$ cat config.mk
export PLATFORM = sky130hd
export DESIGN_NAME = intra_loop
export DESIGN_NICKNAME = d
export VERILOG_FILES = /design/src/rtl/intra_pkg.sv /design/src/rtl/intra_avail4x4.sv /design/src/rtl/intra_loop.sv
export SDC_FILE = /design/constraint.sdc
export NUM_CORES = 1
export LEC_CHECK = 0
export CELL_PAD_IN_SITES_DETAIL_PLACEMENT = 0
export CELL_PAD_IN_SITES_GLOBAL_PLACEMENT = 1
export CORE_ASPECT_RATIO = 1.2
export CORE_UTILIZATION = 31
export CTS_CLUSTER_DIAMETER = 80
export CTS_CLUSTER_SIZE = 25
export DETAILED_ROUTE_END_ITERATION = 6
export GPL_TIMING_DRIVEN = 1
export HOLD_SLACK_MARGIN = 0.05
export PLACE_DENSITY = 0.87
export SYNTH_ARGS = -nofsm -noshare
export SYNTH_HDL_FRONTEND = slang
export SYNTH_SLANG_ARGS = --single-unit
export TNS_END_PERCENT = 10
$ cat constraint.sdc
create_clock -name clk -period 1.2 [get_ports clk]
set_input_delay 0.12 -clock clk [delete_from_list [all_inputs] [get_ports clk]]
set_output_delay 0.12 -clock clk [all_outputs]
set_load 0.1 [all_outputs]
$ cat src/rtl/intra_pkg.sv
// rtl/intra_pkg.sv - shared constants for the intra_loop macroblock context unit.
// Frame geometry defaults, Intra16x16 mode bit indices and fixed 4x4 neighbour masks.
package intra_pkg;

    localparam int MB_W_DEF = 120;
    localparam int MB_H_DEF = 68;

    localparam int I16_V     = 0;
    localparam int I16_H     = 1;
    localparam int I16_DC    = 2;
    localparam int I16_PLANE = 3;

    // Neighbours that lie inside the macroblock, bit = by*4+bx.
    // Left: every block with bx>0. Top: every block with by>0.
    localparam logic [15:0] LEFT4_INNER = 16'hEEEE;
    localparam logic [15:0] TOP4_INNER  = 16'hFFF0;

    // Inner top-right: rows 1..3 drop bx==3, and bx==1 on odd rows, because
    // that neighbour is coded later in the 8x8/4x4 zig-zag order.
    localparam logic [15:0] TR4_INNER   = 16'h5750;

    function automatic logic [15:0] tr4_row0(input logic avail_top, input logic avail_topright);
        return {12'h000, avail_topright, {3{avail_top}}};
    endfunction

endpackage

$ cat src/rtl/intra_avail4x4.sv
// rtl/intra_avail4x4.sv - per-4x4-block neighbour masks from macroblock availability.
module intra_avail4x4
    import intra_pkg::*;
(
    input  logic        avail_left,
    input  logic        avail_top,
    input  logic        avail_topright,
    output logic [15:0] left4_mask,
    output logic [15:0] top4_mask,
    output logic [15:0] tr4_mask
);

    assign left4_mask = avail_left ? 16'hFFFF : LEFT4_INNER;
    assign top4_mask  = avail_top  ? 16'hFFFF : TOP4_INNER;
    assign tr4_mask   = TR4_INNER | tr4_row0(avail_top, avail_topright);

endmodule

$ cat src/rtl/intra_loop.sv
// rtl/intra_loop.sv - registered per-macroblock intra context (position, availability, masks).
// Optional macro INTRA_LOOP_PLANE_EN enables the Intra16x16 plane mode bit.
module intra_loop
    import intra_pkg::*;
#(
    parameter int MB_W = MB_W_DEF,
    parameter int MB_H = MB_H_DEF
) (
    input  logic        clk,
    input  logic        reset,
    input  logic        enable,
    input  logic [12:0] mbnumber,
    output logic        mb_valid,
    output logic [6:0]  mb_x,
    output logic [6:0]  mb_y,
    output logic        first_mb,
    output logic        last_in_row,
    output logic        last_mb,
    output logic        avail_left,
    output logic        avail_top,
    output logic        avail_topright,
    output logic        avail_topleft,
    output logic [3:0]  i16_mode_mask,
    output logic [15:0] left4_mask,
    output logic [15:0] top4_mask,
    output logic [15:0] tr4_mask
);

    localparam logic [12:0] W13   = 13'(MB_W);
    localparam logic [12:0] N13   = 13'(MB_W * MB_H);
    localparam logic [6:0]  XLAST = 7'(MB_W - 1);

    logic        n_valid;
    logic [6:0]  n_x;
    logic [6:0]  n_y;
    logic        n_left;
    logic        n_top;
    logic        n_tr;
    logic        n_tl;
    logic        n_plane;
    logic [3:0]  n_mode;
    logic [15:0] m_left4;
    logic [15:0] m_top4;
    logic [15:0] m_tr4;

    // Constant divisor: synthesis reduces these to a multiply/shift network.
    always_comb begin
        n_valid = mbnumber < N13;
        n_x     = 7'd0;
        n_y     = 7'd0;
        if (n_valid) begin
            n_x = 7'(mbnumber % W13);
            n_y = 7'(mbnumber / W13);
        end
        n_left = n_valid && (n_x != 7'd0);
        n_top  = n_valid && (n_y != 7'd0);
        n_tr   = n_top && (n_x != XLAST);
        n_tl   = n_top && n_left;
`ifdef INTRA_LOOP_PLANE_EN
        n_plane = n_left && n_top && n_tl;
`else
        n_plane = 1'b0;
`endif
        n_mode            = 4'd0;
        n_mode[I16_V]     = n_top;
        n_mode[I16_H]     = n_left;
        n_mode[I16_DC]    = n_valid;
        n_mode[I16_PLANE] = n_plane;
    end

    intra_avail4x4 u_avail4x4 (
        .avail_left     (n_left),
        .avail_top      (n_top),
        .avail_topright (n_tr),
        .left4_mask     (m_left4),
        .top4_mask      (m_top4),
        .tr4_mask       (m_tr4)
    );

    always_ff @(posedge clk or negedge reset) begin
        if (!reset) begin
            mb_valid       <= 1'b0;
            mb_x           <= 7'd0;
            mb_y           <= 7'd0;
            first_mb       <= 1'b0;
            last_in_row    <= 1'b0;
            last_mb        <= 1'b0;
            avail_left     <= 1'b0;
            avail_top      <= 1'b0;
            avail_topright <= 1'b0;
            avail_topleft  <= 1'b0;
            i16_mode_mask  <= 4'd0;
            left4_mask     <= 16'd0;
            top4_mask      <= 16'd0;
            tr4_mask       <= 16'd0;
        end else if (enable) begin
            mb_valid       <= n_valid;
            mb_x           <= n_x;
            mb_y           <= n_y;
            first_mb       <= n_valid && (mbnumber == 13'd0);
            last_in_row    <= n_valid && (n_x == XLAST);
            last_mb        <= mbnumber == (N13 - 13'd1);
            avail_left     <= n_left;
            avail_top      <= n_top;
            avail_topright <= n_tr;
            avail_topleft  <= n_tl;
            i16_mode_mask  <= n_mode;
            left4_mask     <= n_valid ? m_left4 : 16'd0;
            top4_mask      <= n_valid ? m_top4  : 16'd0;
            tr4_mask       <= n_valid ? m_tr4   : 16'd0;
        end
    end

endmodule

# --- Yosys cells after proc, flatten, opt, wreduce, memory -nomap -nowiden ---
# Cells that the tools add are included.
word_totals:
  out_inout_bits: 74
  word_cells: 36
  regBits: 73
classes:
  magnitude_cmp: 1
  div: 2
  reduce_logical: 9
  muxes: 7
  eq_ne: 3
op_table:
  columns: ["cell", "n"]
  rows:
  - ["2-to-1 mux 16 bit", 2]
  - ["2-to-1 mux 15 bit", 1]
  - ["2-to-1 mux 7 bit", 2]
  - ["nonzero test 7 bit", 2]
  - ["divider 13 x 7 -> 13 bit, second input constant", 1]
  - ["equality test 13 bit, second input constant", 1]
  - ["zero test 13 bit", 1]
  - ["less-than comparator 13 bit, second input constant", 1]
  - ["remainder unit 13 x 7 -> 13 bit, second input constant", 1]
  - ["2-to-1 mux 13 bit", 1]
  - ["equality test 7 bit, second input constant", 1]
  - ["!= test 7 bit, second input constant", 1]
  - ["logical AND 1 bit", 6]
  - ["2-to-1 mux 4 bit", 1]

# --- Logic depth before layout (Yosys ltp) ---
logic_depth:
  depth_word: 6
  depth_mapped: 14

# --- By module ---
# Synthesis repeated with hierarchy kept, for this count alone.
unflattened:
  cells_unflattened: 456
  area_unflattened_um2: 4259.1
by_module_without_submodules:
  columns: ["mod", "area_each_um2", "n_inst", "cells_per_inst"]
  rows:
  - ["intra_loop", 3891.2, 1, 406]
  - ["intra_avail4x4", 367.9, 1, 50]

# --- Worst setup path after synthesis ---
# No wires, ideal clock.
synth_path:
  path_kind: "input port to flip-flop"
  start: "in mbnumber[7]"
  end: "reg last_in_row"
  t_arrival_ps: 2803
  path_slack_ps: -1671
  path_buffers: 1
  stages: 12
  required_ps: 1132
  cell_sequence: "buf_4 -> o221ai_1 -> and3_4 -> or2_4 -> or4_1 -> a41o_1 -> nand4_2 -> mux2i_1 -> nor2_1 -> a2111o_1 -> nor3_2 -> mux2_4"
synth_via:
  elab_chain_len: 4
  elab_cells_between_ends: 5
  cone_classes: "1 x div; 1 x order compare; 1 x eq/ne; 1 x mux; 1 x reduce/logical"
synth_lines:
  columns: ["item", "line", "text"]
  rows:
  - ["start, declared", "intra_loop.sv:12", "input logic [12:0] mbnumber,"]
  - ["remainder unit 13 x 7 -> 13 bit or less-than comparator 13 bit (tied branches)", "intra_loop.sv:52, intra_loop.sv:48", null]
  - ["2-to-1 mux 7 bit", "intra_loop.sv:51", "if (n_valid) begin"]
  - ["equality test 7 bit", "intra_loop.sv:101", "last_in_row <= n_valid && (n_x == XLAST);"]
  - ["logical AND 1 bit (*)", "intra_loop.sv:101", null]
  - ["end signal, assigned", "intra_loop.sv:101", null]
  - ["end, declared", "intra_loop.sv:17", "output logic last_in_row,"]
# Every way passes the cells marked *; elsewhere a longest branch is shown, timed or not.
# A chain may end at the register's enable or synchronous reset.

# --- Worst setup path after layout ---
layout_path:
  start: "in mbnumber[9]"
  end: "reg avail_topleft"
layout_via:
  elab_chain_len: 5
  elab_cells_between_ends: 10
  cone_classes: "2 x div; 1 x order compare; 2 x mux; 5 x reduce/logical"
layout_lines:
  columns: ["item", "line", "text"]
  rows:
  - ["divider 13 x 7 -> 13 bit (tied with other cells)", "intra_loop.sv:53", "n_y = 7'(mbnumber / W13);"]
  - ["2-to-1 mux 7 bit", "intra_loop.sv:51", null]
  - ["nonzero test 7 bit (on tied branches)", "intra_loop.sv:56, intra_loop.sv:55", null]
  - ["logical AND 1 bit (on tied branches)", "intra_loop.sv:56, intra_loop.sv:55", null]
  - ["logical AND 1 bit (*)", "intra_loop.sv:58", "n_tl = n_top && n_left;"]
  - ["end signal, assigned", "intra_loop.sv:106", "avail_topleft <= n_tl;"]
  - ["end, declared", "intra_loop.sv:22", "output logic avail_topleft,"]
# Marks and branches as above.

==> flow_summary.toml <==
[die]
die_x_um = 80.05
row_count = 33
ioPinCount = 90
chipHeight_um = 95.66
coreArea_sq_um = 6937
dieArea_sq_um = 7657
initial_utilization = 0.3267

[timing]
fin_tns_setup_ns = -18.12
slew_violations = 0
setup_violations = 47
hold_violations = 0
fin_hold_ws_ns = 0.1981
setup_slack_ns = -1.448
finClkSkew_ns = 0
grt_setup_unrepaired = "true"
fmax_mhz = 377.6
finalCritPeriodShare = 2.207
period_needed_ns = 2.648

[worst_setup_path]
arrival_ns = 2.79
cp-end-kind = "flip-flop"
crit_top_cell = "buf_6"
critPathBufInv = 2
critPathMaxStageDelay_ns = 0.43
cp_slowest_cell = "or4_4"
path_delay_family = "simple AND/OR/NAND/NOR gates"
critical_path_required_ns = 1.34
path_max_fanout = 5
startpoint_type = "primary input"
cp_cell_sequence = "buf_6, buf_6, nand3b_1, o22ai_2, or2_4, or4_4, a41o_4, nand4_4, mux2_2, a2111oi_2, and4_1, o22ai_1"
path_class = "primary input to flip-flop"

[synth]
synth_seq_cells = 23
yosysMostFrequentCell = "buf_4"
ys_seq_area_frac = 0.2540
avgSynthCellArea_sq_um = 7.868
yosys_warnings = 0
yosysUniqueCellTypes = 58
synth_area_leaders = "dfrtp_1 25%, buf_4 17%, o22ai_1 3.9%"
async_reset_ff_frac = 1.000
synthCells = 288
synth-main-ff-cell = "dfrtp_1"
synth_edf_count = 0
synth_top_area_frac = 0.2540
synth_commonest_cells = "52 x buf_4, 23 x dfrtp_1, 19 x inv_1, 19 x nor2_1"
yosys.area.top_type = "dfrtp_1"
netlist_area_sq_um = 2266

[clock_tree]
numCtsBuffers = 3
cts_tree = "done"
insertion_delay_ns = 0.26
clk_pin_slew_ns = 0.08
cts_root_buf = "clkbuf_8"
cts_htree_levels = 1
clockBufferDepth = 2
clock_sinks = 23

[power]
leakage_uw = 0.002077
power_density_nw_per_um2 = 984.9
ir_drop_mv = 0.4342

[layout]
syn2layout_area_growth_pct = 105.2
layout.nets = 412
layout-drive-gt1-share = 0.5772

[route]
drtIter0Drc = 130
ant_nets = 0
avgRoutedWirePerCell_um = 15.96
routed_wirelength_mm = 7.708
dr.pass1.iters = 4
drt-vias-per-instance = 5.302
drc_errors = 0
num_vias = 2561

[global_route]
overflow = 0
antenna_found_initial = 0
grt_pass1_vias = 2563
grt_max_degree = 24
grt_usage = 0.2026
grt_pass1_wl_mm = 12.36

[place]
gp_congestion = 0.9290
dp_hpwl_mm = 5.313
port-buffer-count = 83
place_ws_ns = -2.308

[hold_path]
hp-class = "primary input to async pin"

[outcome]
violations = "negative setup slack"
status = "complete, but fails checks"

[job]
maxCapViolCount = 0
## final timing paths
| check | slack, ns | to | cells after the start | from |
|---|---|---|---|---|
| max in group asynchronous | 0.76 | left4_mask[14] | 2 | reset |
| max | -1.45 | avail_topleft | 12 | mbnumber[9] |
| min reg2reg | 0.57 | mb_x[2] | 2 | mb_x[2] |
| max reg2reg | 0.31 | i16_mode_mask[1] | 2 | i16_mode_mask[1] |
| min in group clk | 0.28 | first_mb | 5 | mbnumber[10] |
| min | 0.20 | mb_x[5] | 2 | reset |
## final cells by class
| type | count | area, sq um |
|---|---|---|
| multi-input combinational | 180 | 1535 |
| timing repair buffer | 169 | 2308 |
| clock buffer | 3 | 41.29 |
| clock inverter | 1 | 5.005 |
| tap | 87 | 108.9 |
| fill | 487 | 2286 |
| sequential | 23 | 578.1 |
| antenna | 1 | 2.502 |
| inverter | 19 | 71.32 |
## through the flow
stage	power [uW]	utilization	cells	instance area, sq um
after floorplan	2637	-	293	2310
after global placement	3625	0.5795	463	4020
after detailed placement	3665	0.5795	463	4020
after CTS	4426	0.6503	481	4511
after global routing	4761	0.6701	482	4648
final	4581	0.6705	483	4651
## state kept, by name, summed over array words and instances, names as in the netlist
| register | flops |
|---|---|
| mb_y | 7 |
| tr4_mask | 1 |
| last_mb | 1 |
| left4_mask | 1 |
| first_mb | 1 |
| avail_topright | 1 |
| avail_topleft | 1 |
| mb_x | 7 |
| last_in_row | 1 |
| top4_mask | 1 |
| i16_mode_mask | 1 |
## cell families (layout without fill, tap and decap cells)
family / count (synthesis) / count (layout) / share of synthesized area
multiplexers: 8 / 8 / 0.03920
AO/OA/AOI/OAI: 78 / 78 / 0.2419
flip-flops: 23 / 23 / 0.2540
XOR/XNOR: 4 / 4 / 0.01546
AND/OR/NAND/NOR: 81 / 81 / 0.1944
adder cells (fa/ha/maj): 3 / 3 / 0.01325
other: 1 / 7 / 0.001655
buffers and inverters: 90 / 192 / 0.2402
## cell usage in the layout (no fill, tap or decap), types with 6 or more instances in the layout
master,count
nor2_1,19
o21ai_0,8
buf_12,75
inv_1,18
o22ai_1,12
conb_1,6
dfrtp_1,21
a21oi_2,6
nand2_1,10
a21oi_1,7
buf_6,13
buf_4,70
## layer usage
metal | global-route usage | part of all wire | vias up
met3 | 0.02967 | 0.075 | 18
met2 | 0.3782 | 0.53 | 145
met4 | 0.08482 | 0.027 | 0
met1 | 0.2270 | 0.36 | 1203
li1 | - | - | 1195
met5 | 0 | 0 | -
## power by group
part	switching [uW]	total [uW]	internal, uW
Clock	245	477	232
Sequential	106	968	862
Combinational	1880	3140	1250
Total	2230	4580	2350
## worst register-to-register path: stages (launching register included)
cell     delay (ns)
dfrtp_2        0.57
inv_1          0.08
o22ai_1        0.16
## timing repair
action / in CTS / in global routing
gates cloned: 1 / 0
pin swaps: 31 / 9
endpoints found under the setup margin: 62 / 61
hold endpoints to repair: 0 / 0
setup buffers: 13 / 1
hold buffers: 0 / 0
gates resized for setup: 106 / 28
(Power assumes the default switching activity.)
